`src/rtl/fetch_unit.sv`:
```
// Instruction fetch: owns the PC, steers it with predictor + direct-mapped BTB,
// keeps one imem request in flight and buffers returned instructions for decode.
module fetch_unit #(
    parameter logic [31:0] RESET_PC       = 32'h0000_0000,
    parameter int          BTB_ENTRIES    = 16,
    parameter int          BTB_INDEX_BITS = 4
) (
    input  logic        clk,
    input  logic        rst_n,
    output logic [31:0] pred_pc,
    input  logic        pred_taken,
    output logic        imem_en,
    output logic [31:0] imem_addr,
    input  logic [31:0] imem_rdata,
    input  logic        redirect,
    input  logic [31:0] redirect_pc,
    input  logic        upd_valid,
    input  logic [31:0] upd_pc,
    input  logic [31:0] upd_target,
    input  logic        upd_taken,
    output logic        id_valid,
    input  logic        id_ready,
    output logic [31:0] id_pc,
    output logic [31:0] id_instr,
    output logic [31:0] id_pred_target,
    output logic        id_pred_taken
);

    localparam int TAG_BITS = 32 - BTB_INDEX_BITS - 2;

    typedef logic [BTB_INDEX_BITS-1:0] btb_idx_t;
    typedef logic [TAG_BITS-1:0]       btb_tag_t;

    typedef struct packed {
        logic [31:0] pc;
        logic [31:0] instr;
        logic        pred_taken;
        logic [31:0] pred_target;
    } fifo_entry_t;

    logic [31:0] fetch_pc_q, fetch_pc_d;
    logic        btb_valid_q  [BTB_ENTRIES];
    btb_tag_t    btb_tag_q    [BTB_ENTRIES];
    logic [31:0] btb_target_q [BTB_ENTRIES];

    logic        inflight_valid_q, inflight_valid_d;
    logic [31:0] inflight_pc_q;
    logic        inflight_taken_q;
    logic [31:0] inflight_target_q;

    fifo_entry_t fifo_q [2];
    logic        rd_ptr_q, rd_ptr_d;
    logic        wr_ptr_q, wr_ptr_d;
    logic [1:0]  count_q, count_d;

    btb_idx_t    lookup_idx, upd_idx;
    btb_tag_t    lookup_tag, upd_tag;
    logic        hit, take, pop, push, issue, btb_we;
    logic [31:0] next_pc;
    logic [2:0]  credit;
    fifo_entry_t head;
    logic        unused_bits;

    // Low address bits never reach any state: fetch is word-granular.
    assign unused_bits = ^{redirect_pc[1:0], upd_pc[1:0]};

    assign lookup_idx = fetch_pc_q[BTB_INDEX_BITS+1:2];
    assign lookup_tag = fetch_pc_q[31:BTB_INDEX_BITS+2];
    assign upd_idx    = upd_pc[BTB_INDEX_BITS+1:2];
    assign upd_tag    = upd_pc[31:BTB_INDEX_BITS+2];

    assign hit     = btb_valid_q[lookup_idx] && (btb_tag_q[lookup_idx] == lookup_tag);
    assign take    = pred_taken && hit;
    assign next_pc = take ? {btb_target_q[lookup_idx][31:2], 2'b00} : fetch_pc_q + 32'd4;

    assign id_valid = (count_q != 2'd0);
    assign pop      = id_valid && id_ready;
    assign push     = inflight_valid_q && !redirect;
    assign btb_we   = upd_valid && upd_taken;

    // Credits count both buffered entries and the one whose data is still on its way.
    assign credit = {1'b0, count_q} + {2'b00, inflight_valid_q} - {2'b00, pop};
    assign issue  = !rst_n && !redirect && (credit < 3'd2);

    assign pred_pc   = fetch_pc_q;
    assign imem_en   = issue;
    assign imem_addr = fetch_pc_q;

    always_comb begin
        // NOTE: every signal written here gets a default first, so no path can infer a latch.
        fetch_pc_d       = fetch_pc_q;
        inflight_valid_d = issue;
        count_d          = count_q;
        rd_ptr_d         = rd_ptr_q;
        wr_ptr_d         = wr_ptr_q;
        if (redirect) begin
            fetch_pc_d = {redirect_pc[31:2], 2'b00};
            count_d    = 2'd0;
            rd_ptr_d   = 1'b0;
            wr_ptr_d   = 1'b0;
        end else begin
            if (issue) begin
                fetch_pc_d = next_pc;
            end
            count_d  = count_q + {1'b0, push} - {1'b0, pop};
            rd_ptr_d = rd_ptr_q ^ pop;
            wr_ptr_d = wr_ptr_q ^ push;
        end
    end

    // NOTE: state registers use non-blocking assignments so every flop samples pre-edge values.
    always_ff @(posedge clk) begin
        if (rst_n) begin
            fetch_pc_q        <= {RESET_PC[31:2], 2'b00};
            inflight_valid_q  <= 1'b0;
            inflight_pc_q     <= 32'd0;
            inflight_taken_q  <= 1'b0;
            inflight_target_q <= 32'd0;
            count_q           <= 2'd0;
            rd_ptr_q          <= 1'b0;
            wr_ptr_q          <= 1'b0;
            for (int i = 0; i < BTB_ENTRIES; i++) begin
                btb_valid_q[i] <= 1'b0;
            end
        end else begin
            fetch_pc_q       <= fetch_pc_d;
            inflight_valid_q <= inflight_valid_d;
            count_q          <= count_d;
            rd_ptr_q         <= rd_ptr_d;
            wr_ptr_q         <= wr_ptr_d;
            if (issue) begin
                inflight_pc_q     <= fetch_pc_q;
                inflight_taken_q  <= take;
                inflight_target_q <= next_pc;
            end
            if (btb_we) begin
                btb_valid_q[upd_idx] <= 1'b1;
            end
        end
    end

    // NOTE: payload arrays are not reset; only their valid bits / count qualify them.
    always_ff @(posedge clk) begin
        if (btb_we) begin
            btb_tag_q[upd_idx]    <= upd_tag;
            btb_target_q[upd_idx] <= upd_target;
        end
        if (push) begin
            fifo_q[wr_ptr_q] <= '{pc:          inflight_pc_q,
                                  instr:       imem_rdata,
                                  pred_taken:  inflight_taken_q,
                                  pred_target: inflight_target_q};
        end
    end

    // Head fields read as zero when empty so stale payload never leaks to decode.
    assign head           = fifo_q[rd_ptr_q];
    assign id_pc          = id_valid ? head.pc          : 32'd0;
    assign id_instr       = id_valid ? head.instr       : 32'd0;
    assign id_pred_taken  = id_valid ? head.pred_taken  : 1'b0;
    assign id_pred_target = id_valid ? head.pred_target : 32'd0;

endmodule

```
`config.mk`:
```
export PLATFORM = sky130hd
export DESIGN_NAME = fetch_unit
export DESIGN_NICKNAME = d
export VERILOG_FILES = /design/src/rtl/fetch_unit.sv
export SDC_FILE = /design/constraint.sdc
export NUM_CORES = 1
export LEC_CHECK = 0
export BUFFER_PORTS_ARGS = -buffer_cell sky130_fd_sc_hd__buf_4
export CORE_MARGIN = 10
export CORE_UTILIZATION = 40
export CTS_CLUSTER_DIAMETER = 40
export CTS_CLUSTER_SIZE = 30
export DETAILED_ROUTE_END_ITERATION = 6
export SKIP_LAST_GASP = 1
export SLEW_MARGIN = 10
export SYNTH_ARGS = -nofsm -noshare
export SYNTH_HDL_FRONTEND = slang
export SYNTH_SLANG_ARGS = --single-unit
```
`constraint.sdc`:
```
create_clock -name clk -period 6.7 [get_ports clk]
set_clock_uncertainty 0.1 [all_clocks]
set_input_delay 0.67 -clock clk [delete_from_list [all_inputs] [get_ports clk]]
set_output_delay 0.67 -clock clk [all_outputs]
set_load 0.03 [all_outputs]
```
==> out/results.ini, run 1 <==
[outcome]
status=complete, no violations

[grt]
grt_pass1_wl_um=179700
grt.overflow.total=0
antenna_found_initial=17
grt_max_degree=86
grt_pass1_vias=25550
track_usage_pct=18.49

[synth]
synth-seq-area-share_pct=74.05
syn_area_sq_um=47500
synth_xor_area_share_pct=1.125
synth-edff-count=1090
syn-num-nets=2720
synth_cell_type_count=64
syn_avg_cell_area_sq_um=18.43
synth_compound_area_share_pct=2.081
synth_top_area_share_pct=68.91
synth_area_leaders=edfxtp_1 69%, mux4_2 11%, dfxtp_1 5.1%
synthFlopType=edfxtp_1
ys_seq_elements=1212
synthAdderAreaFrac_pct=0.2002
synth_top_family_by_area=multiplexers
synthSimpleGateAreaFrac_pct=4.552
synth_cells=2578
yosysMostFrequentCell=edfxtp_1
ys_async_sr_fraction_pct=0
synth_top_area_cell=edfxtp_1
yosysWarnings=0
synth_mux_area_share_pct=15.86
synth_top_cells_by_count=1090 x edfxtp_1, 240 x mux4_2, 224 x nand2_1

[pwr]
power_frac_comb_pct=8.4
clockPowerShare_pct=44.4
peakVddDrop_uv=225.4
leakage_nw=18.65
internal_power_mw=13.78
p_sw_share_pct=23.84
power.total_mw=18.09
seqPwrFrac_pct=47.2
power_density_nw_per_um2=319.4
p_sw_mw=4.313

[job]
drv_cap=0

[floorplanning]
io_pins=298
dieWidth_um=364.6
initial_utilization_pct=40.28
coreArea_sq_um=117900
row_count=126
fp.dieH_um=364.6
dieArea_sq_um=132900

[drt]
ant_nets=0
firstDrtPassIters=5
finalWirelength_um=124200
wl_per_cell_um=27.11
vias=24820
vias_per_cell=5.417
drc_errors=0
drtIter0Drc=2402

[setup_path]
path_max_fanout=79
cp-start-kind=register
worstPathCellList=nor2_4 -> nor2b_1 -> ha_1 -> nor2b_1 -> fa_1 -> or3_2 -> buf_4 -> inv_4 -> buf_4
slowest_delay_ps=670
critPathKind=register to output port
crit_arrival_ps=4410
worstPathRequired_ps=5930
crit_slowest_cell=inv_4
reg2reg_slack_ps=1630
worstRegToRegCells=11
endpoint_kind=output port
timing.rr.end=imem_addr[5]$_SDFFE_PP0N_

[timing]
fin_tns_setup_ps=0
setup_ws_ps=1520
max_freq_ghz=0.1930
finalHoldViolCount=0
slew_violations=0
finalSetupViolCount=0
post-route-min-period_ps=5180
slew_headroom_pct=26.01
period_share_pct=77.32
rsz0062_at_grt=false
tightest_slew_ps=1107

[place]
dpl_cell_area_sq_um=51260
dpl_worst_slack_ps=1690
port_buffers=291
globalplace.congestion=0.7944
dp_hpwl_um=75250

[final_layout]
final_cell_area_sq_um=56640
area_delta_synth_final_pct=19.23
drive_gt1_share_pct=29.00
fin_nets=3065
utilization_pct=48.03

[cts]
clkTransAtPathRegs_ps=60
clock_latency_ps=730
htree_levels=4
post_cts_buffers=0
cts_made_buffers=146
clock-sinks=1212
root_buffer=clkbuf_16
cts_tree=yes
clock_tree.buffer_depth=3
cts_resized=0
hold_buffers=31

[min_path]
min_path_cells=1
worstHoldEndpoint=fifo_q[0][43]$_DFFE_PP_
min_path_type=input port to register
min-delay-start=imem_rdata[10]

how the worst max path moves through the flow:
| stage | slack (ps) | start | cells past startpoint | end |
|---|---|---|---|---|
| floorplan | 1090 | upd_pc[3] | 2 | btb_tag_q[0][0]$_DFFE_PP_ |
| global placement | 1680 | register | 11 | imem_addr[23]$_SDFFE_PP0N_ |
| detailed placement | 1690 | register | 11 | imem_addr[28]$_SDFFE_PP0N_ |
| CTS | 1420 | count_q[1]$_SDFF_PP0_ | 9 | imem_en |
| global route | 1200 | count_q[1]$_SDFF_PP0_ | 9 | imem_en |
| finish | 1520 | count_q[1]$_SDFF_PP0_ | 9 | imem_en |
power by group through the flow:
stage,Clock [mW],Combinational (mW),Sequential (mW)
floorplan,0,0.998,8.61
global placement,0,1.51,8.68
detailed placement,0,1.53,8.69
CTS,8.17,1.55,8.53
global route,8.51,1.63,8.54
finish,8.03,1.53,8.53
placed cells by master, fill, tap and decap left out, types with 17 or more instances in the layout:
cell type      count
xor2_1            30
buf_4            343
inv_8             17
dlygate4sd3_1     31
xnor2_1           31
inv_6             17
mux4_2           240
edfxtp_1        1090
nand2_1          224
clkbuf_16        153
a21oi_1           61
nand3_1           19
nor2_1           186
mux2i_1          155
dfxtp_1          117
through the flow:
stage / hold WS (ps) / cells
floorplan: 325.4 / 2578
CTS: 5.198 / 4577
finish: 50.76 / 4581
detailed placement: 337.1 / 4280
global placement: 331.8 / 4280
global route: 22.19 / 4578
per-layer routing:
metal	vias up	wire length (um)	global-route usage, %
met5	-	138	0
met4	22	2601	4.670
met3	197	9063	4.530
met2	823	60190	30.59
met1	12950	52220	24.43
li1	10830	-	-
worst max-delay path, delay by kind of cell (launching register included):
family / cells / cell delay [ps]
buf+inv: 3 / 1330
simple gates: 4 / 1220
fa+ha+maj: 2 / 750
flops: 1 / 350
sequential cells by signal, indices dropped and copies added (netlist names), named ones only:
| name | cells |
|---|---|
| count_q | 2 |
| rd_ptr_q | 1 |
| btb_tag_q | 416 |
| inflight_taken_q | 1 |
| wr_ptr_q | 1 |
| inflight_valid_q | 1 |
| btb_target_q | 480 |
| inflight_pc_q | 32 |
| btb_valid_q | 16 |
| inflight_target_q | 32 |
| imem_addr | 32 |
| fifo_q | 194 |
logic make-up after synthesis:
kind of cell             Yosys count
AO/OA/AOI/OAI                    153
AND/OR/NAND/NOR                  517
adder cells (fa/ha/maj)            7
XOR/XNOR                          61
multiplexers                     430
flip-flops                      1212
buffers and inverters            198
layout make-up:
type / instances / area, sq um
Multi-Input combinational cell: 1168 / 11460
Sequential cell: 1212 / 35190
Inverter: 19 / 73.82
Timing Repair Buffer: 376 / 2925
Tap cell: 1536 / 1922
Fill cell: 9762 / 61290
Clock inverter: 102 / 1171
Antenna cell: 4 / 10.01
Clock buffer: 164 / 3880
Note: power is estimated with default switching activity, not from simulation.
==> run 2, diff against run 1 <==
clock period = 4.25 ns   (was 6.7 ns; I/O delays follow)
==> out/results.ini, run 2 (synthesis results as in run 1) <==
[grt]
track_usage_pct=18.77  ; +0.28 points
use_met1_pct=25.70  ; +1.3 points
grt.overflow.total=0  ; unchanged
grt_max_degree=85  ; -1.2%
grt_pass1_vias=26350  ; +3.1%
grt-busiest-layer=met2
grt_pass1_wl_um=182700  ; +1.7%
met2_usage_pct=30.17  ; -0.42 points
use_met3_pct=4.071  ; -0.46 points
antenna_found_initial=14  ; -3

[cts]
root_buffer=clkbuf_16
htree_levels=4  ; unchanged
cts_made_buffers=146  ; unchanged
clock-sinks=1212  ; unchanged
clock_latency_ps=760  ; +30 ps
cts_tree=yes
clock_tree.buffer_depth=3  ; unchanged
clkTransAtPathRegs_ps=60  ; about the same

[final_layout]
final_cell_mix=1090 x edfxtp_1, 363 x buf_4, 240 x mux4_2, 224 x nand2_1, 186 x nor2_1
layout_commonest_cell=edfxtp_1
largest_reg_flops=480  ; unchanged
n_fill_cell=9621  ; -1.4%
drive_gt1_share_pct=29.35  ; +0.35 points
area_delta_synth_final_pct=22.62
largestRegisters=btb_target_q (480), btb_tag_q (416), fifo_q (194)
fin_nets=3203  ; +4.5%
regMostFlops=btb_target_q

[setup_path]
cpLargestDelayFamily=simple AND/OR/NAND/NOR gates
worstPathCellList=buf_4 -> mux4_2 -> and3_1 -> or3_1 -> o2111a_1 -> nor4_1 -> nand3_1 -> a2111oi_4 -> buf_12 -> mux2_1 -> o21ai_1
crit_slowest_cell=dfxtp_4
critPathBufInv=2  ; -1
cp-start-kind=register
reg2reg_slack_ps=180  ; -1450 ps
path_max_fanout=31  ; -61%
worstPathRequired_ps=4790  ; -1140 ps
critPathKind=register to register
slowest_delay_ps=620  ; -50 ps
endpoint_kind=register
crit_arrival_ps=4610  ; +200 ps

[pwr]
peakVddDrop_uv=335.0  ; +49%
clockPowerShare_pct=43.9  ; -0.5 points
leakage_nw=19.35  ; +3.8%
p_sw_share_pct=23.83  ; about the same
internal_power_mw=21.82  ; +58%
power_frac_comb_pct=9.3  ; +0.9 points
p_sw_mw=6.826  ; +58%
seqPwrFrac_pct=46.7  ; -0.5 points
power_density_nw_per_um2=491.9  ; +54%

[place]
dpl_worst_slack_ps=213.1  ; -1477 ps
dp_hpwl_um=77120  ; +2.5%
port_buffers=291  ; unchanged
globalplace.congestion=0.8101  ; +2.0%

[drt]
wl_per_cell_um=26.83  ; -1.1%
ant_nets=0  ; unchanged
finalWirelength_um=126700  ; +2.0%
drtIter0Drc=2590  ; +7.8%
vias_per_cell=5.445  ; +0.53%
vias=25720  ; +3.6%
firstDrtPassIters=7  ; +2
drc_errors=0  ; unchanged

[timing]
tightest_slew_ps=1057  ; -50.60 ps
finalHoldViolCount=0  ; unchanged
setup_ws_ps=181.2  ; -1339 ps
fin_tns_setup_ps=0  ; unchanged
period_share_pct=95.74
post-route-min-period_ps=4069
finalSetupViolCount=0  ; unchanged
rsz0062_at_grt=false
max_freq_ghz=0.2458
slew_violations=0  ; unchanged
slew_headroom_pct=29.56  ; +3.5 points

[outcome]
status=complete, no violations

[job]
drv_cap=0  ; unchanged

[floorplanning]
coreArea_sq_um=117900  ; unchanged
dieArea_sq_um=132900  ; unchanged
io_pins=298  ; unchanged
row_count=126  ; unchanged
initial_utilization_pct=40.28  ; unchanged
fp.dieH_um=364.6  ; unchanged
dieWidth_um=364.6  ; unchanged

[min_path]
min_path_type=input port to register

## run 2: changes by cell type in the layout (fill, tap and decap cells not counted), sizes merged
cell,change
clkinvlp,+1
diode,+1
inv,-1
buf,+50
clkinv,-2
clkbuf,+6
bufinv,-1
dlygate4sd3,+88
## run 2: area by class of cell
cell class / count / area, sq um / share of cell area, %
antenna: 5 / 12.51 / 0.02148
clock buffer: 170 / 3931 / 6.749
clock inverter: 99 / 1069 / 1.834
inverter: 19 / 76.32 / 0.1310
multi-input combinational: 1168 / 11490 / 19.72
sequential: 1212 / 35190 / 60.42
tap: 1536 / 1922 / 3.300
timing repair buffer: 514 / 4557 / 7.824
## run 2: tightest hold or removal path, stage by stage
cell,delay [ps]
buf_4,100
nor2b_1,160
xnor2_1,140
nor2_1,30
## run 2: path summary, 6_finish.rpt
check,cells past startpoint,from,endpoint
setup / recovery,11,register,register
hold / removal,4,id_ready,rd_ptr_q$_SDFF_PP0_
setup reg to reg,11,register,register
hold reg to reg,0,inflight_pc_q[30]$_SDFFE_PP0P_,fifo_q[1][95]$_DFFE_PP_
## run 2: per-stage QoR
step	util [%]	area (sq um)	power [mW]	hold slack (ps)	instances
detailed placement	44.07	51970	16.22	339.9	4322
global placement	44.07	51970	16.17	331.8	4322
global route	49.39	58240	29.58	65.32	4721
CTS	49.32	58160	28.89	8.279	4710
floorplan	-	47520	15.14	325.4	2578
finish	49.39	58250	28.65	55.83	4723
## run 2: what timing repair did
action	CTS	global route
resized for setup	0	1
endpoints found under the hold margin	1005	0
endpoints found under the setup margin	0	45
buffers inserted	0	8
hold buffers	119	0
## run 2: per-layer routing
layer / routed length [um] / part of all wire [%]
met3: 9487 / 7.5
met1: 54320 / 43
met2: 60010 / 47
met5: 32 / 0.025
met4: 2846 / 2.2
## run 2: power by group through the flow
stage	Combinational (mW)	Clock (mW)	Sequential, mW
floorplan	1.57	0	13.6
global placement	2.54	0	13.6
detailed placement	2.57	0	13.7
CTS	2.68	12.8	13.4
global route	2.86	13.3	13.4
finish	2.67	12.6	13.4
==> run 3, diff against run 2 <==
SETUP_SLACK_MARGIN = 0.3   (was unset)
==> out/results.ini, run 3 (synthesis results as in run 1) <==
[final_layout]
utilization_pct=49.64  ; +0.25 points
largest_reg_flops=480  ; unchanged
regMostFlops=btb_target_q
largestRegisters=btb_target_q (480), btb_tag_q (416), fifo_q (194)
area_delta_synth_final_pct=23.23
fin_nets=3218  ; +0.47%
finalNonFillerCells=4737  ; +0.30%
final_cell_mix=1090 x edfxtp_1, 365 x buf_4, 240 x mux4_2, 224 x nand2_1, 186 x nor2_1
drive_gt1_share_pct=29.97  ; +0.61 points
layout_commonest_cell=edfxtp_1

[cts]
root_buffer=clkbuf_16
clkTransAtPathRegs_ps=60  ; about the same
cts_made_buffers=146  ; unchanged
cts_tree=yes
clock-sinks=1212  ; unchanged
clock_tree.buffer_depth=3  ; unchanged
htree_levels=4  ; unchanged
clock_latency_ps=760  ; about the same

[floorplanning]
fp.dieH_um=364.6  ; unchanged
io_pins=298  ; unchanged
row_count=126  ; unchanged
dieArea_sq_um=132900  ; unchanged
dieWidth_um=364.6  ; unchanged
initial_utilization_pct=40.28  ; unchanged
coreArea_sq_um=117900  ; unchanged

[timing]
finalSetupViolCount=0  ; unchanged
finalHoldViolCount=0  ; unchanged
rsz0062_at_grt=false
slew_headroom_pct=30.10  ; +0.54 points
fin_tns_setup_ps=0  ; unchanged
slew_violations=0  ; unchanged
tightest_slew_ps=1049  ; -8.095 ps
post-route-min-period_ps=3851  ; -217.4 ps
max_freq_ghz=0.2596  ; +5.6%
holdWs_ps=118.5  ; +62.64 ps
period_share_pct=90.62  ; -5.1 points

[drt]
ant_nets=0  ; unchanged
vias_per_cell=5.446  ; about the same
wl_per_cell_um=27.00  ; +0.66%
firstDrtPassIters=5  ; -2
drtIter0Drc=2785  ; +7.5%
drc_errors=0  ; unchanged
finalWirelength_um=127900  ; +0.96%
vias=25800  ; +0.31%

[pwr]
peakVddDrop_uv=334.9  ; about the same
power_density_nw_per_um2=490.7  ; -0.24%
power.total_mw=28.73  ; +0.26%
leakage_nw=19.47  ; +0.63%

[setup_path]
slowest_delay_ps=530  ; -90 ps
path_depth=12  ; +1
path_max_fanout=16  ; -48%
worstRegToRegCells=12  ; +1
crit_slowest_cell=mux4_2
worstPathCellList=buf_6 -> mux4_2 -> and3_1 -> or3_1 -> o2111a_2 -> nor4_2 -> nand3_1 -> a2111oi_4 -> buf_6 -> buf_12 -> mux2_1 -> o21ai_1
crit_arrival_ps=4390  ; -220 ps
worstPathRequired_ps=4790  ; about the same
critPathMostFrequentCell=buf_6
critPathBufInv=3  ; +1
reg2reg_slack_ps=400  ; +220 ps
endpoint_kind=register
critPathKind=register to register
cpLargestDelayFamily=simple AND/OR/NAND/NOR gates
cp-start-kind=register

[job]
drv_cap=0  ; unchanged

[grt]
track_usage_pct=18.85  ; +0.083 points
grt_max_degree=85  ; unchanged
grt.overflow.total=0  ; unchanged
grt_pass1_vias=26430  ; +0.31%
antenna_found_initial=14  ; unchanged
grt_pass1_wl_um=183500  ; +0.44%

[place]
dp_hpwl_um=77120  ; unchanged
globalplace.congestion=0.8101  ; unchanged
dp.cells=4322  ; unchanged
port_buffers=291  ; unchanged

[min_path]
min_path_type=input port to register

[outcome]
status=complete, no violations

[run 3: changes by cell type in the layout (fill, tap and decap cells not counted), sizes merged]
| cell | before | now |
|---|---|---|
| inv | 56 | 57 |
| buf | 395 | 406 |
| clkbuf | 170 | 171 |
| bufbuf | 0 | 1 |
| diode | 5 | 4 |
| dlygate4sd3 | 119 | 120 |
[run 3: layer usage]
metal,track usage (%),up-vias,routed length [um]
met3,4.086,189,10240
met1,25.83,13440,53970
met5,0,-,46
li1,-,11120,-
met4,5.194,8,2800
met2,30.35,1038,60860
[run 3: cell type report]
| class | instances | area (sq um) |
|---|---|---|
| inverters | 19 | 83.83 |
| multi-input cells | 1168 | 11520 |
| well taps | 1536 | 1922 |
| clock buffers | 170 | 3931 |
| clock inverters | 99 | 1069 |
| repair buffers | 528 | 4800 |
| flip-flops and latches | 1212 | 35190 |
| diodes | 4 | 10.01 |
| repair inverters | 1 | 8.758 |
| fillers | 9581 | 59380 |
[run 3: timing repair]
item                                    4_1_cts  5_1_grt
buffers inserted                              9        9
resized for setup                             6       18
hold buffers                                120        0
pin swaps                                     1        2
cloned                                        2        2
hold endpoints to repair                   1005        0
endpoints found under the setup margin       57       70
[run 3: power by group]
part,leakage (nW),total (mW),internal [mW],switching (mW)
registers,10.7,13.4,13.2,0.184
logic,6.31,2.78,1.21,1.56
clock network,2.43,12.6,7.47,5.10
[run 3: worst min path at each step]
stage	to	depth (start not counted)	from
2_1_floorplan	fifo_q[0][0]$_DFFE_PP_	0	inflight_target_q[0]$_SDFFE_PP0P_
3_3_place_gp	fifo_q[1][92]$_DFFE_PP_	0	inflight_pc_q[27]$_SDFFE_PP0P_
3_5_place_dp	fifo_q[1][66]$_DFFE_PP_	0	inflight_pc_q[1]$_SDFFE_PP0P_
4_1_cts	btb_target_q[2][11]$_DFFE_PP_	2	upd_pc[5]
5_1_grt	btb_target_q[2][11]$_DFFE_PP_	2	upd_pc[5]
6_report	btb_target_q[2][21]$_DFFE_PP_	2	upd_pc[5]
[run 3: stage by stage]
step / worst slack, ps / cell area [sq um]
2_1_floorplan: 394.5 / 47520
3_3_place_gp: 160.7 / 51970
3_5_place_dp: 213.1 / 51970
4_1_cts: 311.6 / 58370
5_1_grt: 302.5 / 58540
6_report: 398.6 / 58540
